### config.mk
export PLATFORM = sky130hd
export DESIGN_NAME = sha256_msg_sched
export DESIGN_NICKNAME = d
export VERILOG_FILES = /design/src/rtl/sha256_msg_sched.sv
export SDC_FILE = /design/constraint.sdc
export NUM_CORES = 1
export LEC_CHECK = 0
export BUFFER_PORTS_ARGS = -buffer_cell sky130_fd_sc_hd__buf_2
export CAP_MARGIN = 40
export CORE_MARGIN = 2
export CORE_UTILIZATION = 25
export DETAILED_ROUTE_END_ITERATION = 10
export GPL_ROUTABILITY_DRIVEN = 0
export REMOVE_ABC_BUFFERS = 1
export SLEW_MARGIN = 5
export SYNTH_ARGS = -nofsm -noshare
export SYNTH_HDL_FRONTEND = slang
export SYNTH_SLANG_ARGS = --single-unit
export TNS_END_PERCENT = 20
### constraint.sdc
create_clock -name clk -period 4.4 [get_ports clk]
set_clock_uncertainty 0.1 [all_clocks]
set_input_delay 0.22 -clock clk [delete_from_list [all_inputs] [get_ports clk]]
set_output_delay 0.22 -clock clk [all_outputs]
set_load 0.02 [all_outputs]
### src/rtl/sha256_msg_sched.sv
// SHA-256 message schedule: loads one 512-bit padded block and streams W0..W63
// from a 16-word sliding window, expanding new words with sigma0/sigma1.
module sha256_msg_sched (
   input  logic         clk,
   input  logic         rst_n,
   input  logic         blk_valid,
   output logic         blk_ready,
   input  logic [511:0] blk_data,
   output logic         w_valid,
   input  logic         w_ready,
   output logic [31:0]  w_data,
   output logic [5:0]   w_idx,
   output logic         w_last
);

   typedef enum logic {
      IDLE = 1'b0,
      RUN  = 1'b1
   } state_t;

   state_t      state, state_nxt;
   logic [5:0]  t;
   logic [31:0] win [16];
   logic        load;
   logic        adv;
   logic [31:0] nxt;

   function automatic logic [31:0] sigma0(input logic [31:0] x);
      return {x[6:0], x[31:7]} ^ {x[17:0], x[31:18]} ^ (x >> 3);
   endfunction

   function automatic logic [31:0] sigma1(input logic [31:0] x);
      return {x[16:0], x[31:17]} ^ {x[18:0], x[31:19]} ^ (x >> 10);
   endfunction

   // Four-operand sum; the 32-bit result width discards carries out of bit 31.
   function automatic logic [31:0] add4(input logic [31:0] a, input logic [31:0] b,
                                        input logic [31:0] c, input logic [31:0] d);
      return a + b + c + d;
   endfunction

   assign nxt = add4(sigma1(win[14]), win[9], sigma0(win[1]), win[0]);

   always_comb begin
      state_nxt = state;
      load      = 1'b0;
      adv       = 1'b0;
      case (state)
         IDLE: begin
            if (blk_valid) begin
               load      = 1'b1;
               state_nxt = RUN;
            end
         end
         RUN: begin
            if (w_ready) begin
               adv = 1'b1;
               if (t == 6'd63) state_nxt = IDLE;
            end
         end
         default: state_nxt = IDLE;
      endcase
   end

   always_ff @(posedge clk or negedge rst_n) begin
      if (!rst_n) state <= IDLE;
      else        state <= state_nxt;
   end

   // Window and round counter; t wraps to 0 naturally after the W63 handshake.
   always_ff @(posedge clk or negedge rst_n) begin
      if (!rst_n) begin
         t <= 6'd0;
         for (int i = 0; i < 16; i++) win[i] <= 32'd0;
      end else if (load) begin
         t <= 6'd0;
         for (int i = 0; i < 16; i++) win[i] <= blk_data[32*(15-i) +: 32];
      end else if (adv) begin
         t <= t + 6'd1;
         for (int i = 0; i < 15; i++) win[i] <= win[i+1];
         win[15] <= nxt;
      end
   end

   assign blk_ready = (state == IDLE);
   assign w_valid   = (state == RUN);
   assign w_data    = win[0];
   assign w_idx     = t;
   assign w_last    = (state == RUN) && (t == 6'd63);

endmodule

==> qor.txt <==
Multi-input logic area -> 13180 um2
Max Clk Rate -> 238.5 MHz
Number of synthesized flops with an enable pin -> 0
Non-Filler Instances -> 5922
Area leader, netlist -> dfrtp_1
YS warnings -> 0
Seq/Total Area, Yosys -> 0.4653
Mapped Cells -> 3457
Area Overhead vs Synth -> 41.88%
Initial antenna violation count -> 56
VDD IR max -> 0.8934 mV
Arrival @ worst endpoint -> 4.61 ns
Pin slew with the least headroom to its limit -> 0.8270 ns
Slew HR -> 0.4487
Routed wire length -> 114.7 mm
Die area -> 114300 um2
Global-route wire length before repair -> 172.3 mm
Die Wd -> 338.1 um
Area share of the largest cell type after synthesis -> 0.4653
Root buf cell -> clkbuf_16
H-Tree Level Count -> 3
Die height -> 338.1 um
Compound-gate portion of the synthesized area -> 0.1416
Worst Path Max Fanout -> 7
Slew Limit Fails -> 0
Number of global-route vias before repair -> 28290
Via density -> 4.719
Synth Cell Area -> 27910 um2
Post-synthesis xor/xnor area fraction -> 0.04362
Req. time, crit path -> 4.82 ns
Filler Cell Count -> 11270
Max cap viols -> 0
Startpoint types -> flip-flop
Async SR Flop Fraction -> 1.000
Yosys cell types -> 61
Core area -> 110700 um2
Drt first pass iters -> 7
Tmin final -> 4.192 ns
Mux cell area share after synthesis -> 0.001076
Largest net degree at the start of global routing -> 182
Total placed cells including tap cells -> 5240
Via Count -> 27950
Leak -> 18.15 nW
DRC -> 0
CTS tree -> done
PnR Total Power -> 29.87 mW
Skew-Pair Late Insertion Delay -> 0.63 ns
Cell area after placement -> 31980 um2
DR iter-0 viols -> 2085
HPWL after detailed placement -> 80.74 mm
Clock transition at path regs -> 0.06 ns
Synth Area in Adders -> 0.05882
CTS Buf Count -> 68
Status -> finished, final reports clean
Congestion Overflow GR -> 0
CP endpoint kind -> flip-flop
Synth area leaders -> dfrtp_1 (47%), nand2_1 (14%), a31oi_1 (11%)
WL/cell -> 19.36 um
Initial Utilization -> 0.2522
Port-buffer cells -> 556
CTS max path bufs -> 3
Nets -> 4946
Rows -> 122
CP Class -> reg -> reg
Largest family of logic cells by synthesized area -> simple AND/OR/NAND/NOR gates
I/O pins -> 557
Sequential cell area -> 12990 um2
Fin area -> 39600 um2
CTS Sinks -> 519
Tcrit/Tclk final -> 0.9528
Final Setup Violations -> 0
RSZ-0062 raised after global routing -> no
FF+latch count, synth -> 519
Hold Path Class -> in -> async
Top_reg_cell synth -> dfrtp_1
Final Hold Fails -> 0
Avg Synthesized Cell Area -> 8.074 um2
Post-synthesis simple-gate area fraction -> 0.2260
Share of cells above drive strength 1 -> 0.1694
Power per cell area -> 754.2 nW/um2
Post-route antenna net violation count -> 0
Gr usage total -> 0.1960
worst paths after layout:
path / from / to / slack, ns / cells after the start
max: win[53] / win[31] / 0.21 / 13
min: rst_n / win[183] / 0.05 / 2
max reg2reg: win[53] / win[31] / 0.21 / 13
min reg2reg: win[316] / win[316] / 0.44 / 2
max in group asynchronous: rst_n / win[231] / 2.92 / 3
min in group clk: w_ready / win[18] / 0.18 / 4
where the power goes:
part	total [mW]	internal [mW]	switching, mW
clock	5.89	3.56	2.33
combinational	16.9	6.77	10.1
sequential	7.09	6.03	1.05
total	29.9	16.4	13.5
sequential cells by signal, summed over array words and instances, names as in the netlist:
name and flops:
w_data 32, w_valid 1, win 480, w_idx 6
cells in the final DEF (no fill, tap or decap), types with 35 or more instances in the layout:
cell,Yosys,layout
xor2_1,55,55
diode_2,0,49
nand2_1,1067,1065
dfrtp_1,519,519
nor2_1,513,513
a31oi_1,500,500
buf_4,32,35
xnor2_1,84,83
inv_1,122,122
dlygate4sd3_1,0,514
buf_2,1,555
clkbuf_16,0,69
fa_1,62,62
kinds of logic after synthesis:
kind of cell,Yosys count
AND/OR/NAND/NOR,1642
multiplexers,3
AO/OA/AOI/OAI,620
XOR/XNOR,139
flip-flops,519
buffers and inverters,440
adder cells (fa/ha/maj),94
per-stage QoR:
stage / hold WS, ns / utilization / TNS [ns] / setup slack (ns)
final: 0.04888 / 0.3578 / 0 / 0.2078
after global routing: 0.09536 / 0.3575 / 0 / 0.05072
after CTS: 0.1170 / 0.3566 / 0 / 0.1058
after detailed placement: 0.2097 / 0.2889 / 0 / 0.1050
after global placement: 0.2096 / 0.2889 / 0 / 0.09517
after floorplan: -0.1756 / - / -6877.02 / -15.59
cells in the mapped netlist, types with 2 or more instances:
cell type and number:
nand3_1 15, and3_1 12, clkbuf_1 261, nor3_1 7
inv_1 122, nand2b_1 2, o31ai_1 2, a21oi_1 33
xnor2_1 84, xor2_1 55, a311oi_1 2, a21o_1 10
a211o_1 2, o21ai_1 4, nand4_1 2, o21bai_1 3
o21ai_0 28, buf_1 24, or3_1 7, o221ai_1 2
buf_4 32, o311a_1 2, and2_1 5, nand2_1 1067
a211oi_1 3, nor2_1 513, a31oi_1 500, o2111ai_1 2
dfrtp_1 519, a221oi_1 3, mux2i_1 3, fa_1 62
and4_1 3, ha_1 32, nor2b_1 4, o21a_1 5
cell type report:
| class | instances | area share |
|---|---|---|
| Antenna cell | 49 | 0.003096 |
| Inverter | 122 | 0.01156 |
| Timing Repair Buffer | 1127 | 0.2182 |
| Clock inverter | 29 | 0.009574 |
| Multi-Input combinational cell | 2498 | 0.3329 |
| Clock buffer | 90 | 0.04964 |
| Tap cell | 1488 | 0.04702 |
| Sequential cell | 519 | 0.3280 |
layer usage:
layer / vias to the layer above / part of all wire / global-route usage / wire [um]
li1: 13140 / - / - / -
met1: 13480 / 0.43 / 0.2501 / 49030
met2: 987 / 0.46 / 0.3108 / 52500
met5: - / 0.0015 / 0 / 173
met4: 28 / 0.049 / 0.09356 / 5615
met3: 314 / 0.064 / 0.04762 / 7363
worst max-delay path, stage by stage, from the launching register on:
cell and delay [ns]:
dfrtp_1 0.50, xor2_1 0.33, xnor2_1 0.18, fa_1 0.45, fa_1 0.49, inv_1 0.04, ha_1 0.37, and4_1 0.26
and3_1 0.19, a211oi_2 0.33, a31oi_2 0.20, o2111ai_1 0.26, a21oi_1 0.10, o31a_1 0.27
repair_timing:
action                     CTS  global route
buffers inserted             0             0
gates resized for setup      0             2
hold endpoints to repair   590             0
hold buffers               514             0
setup endpoints to repair    0             3
No activity file was read; power rests on OpenSTA's default activity.
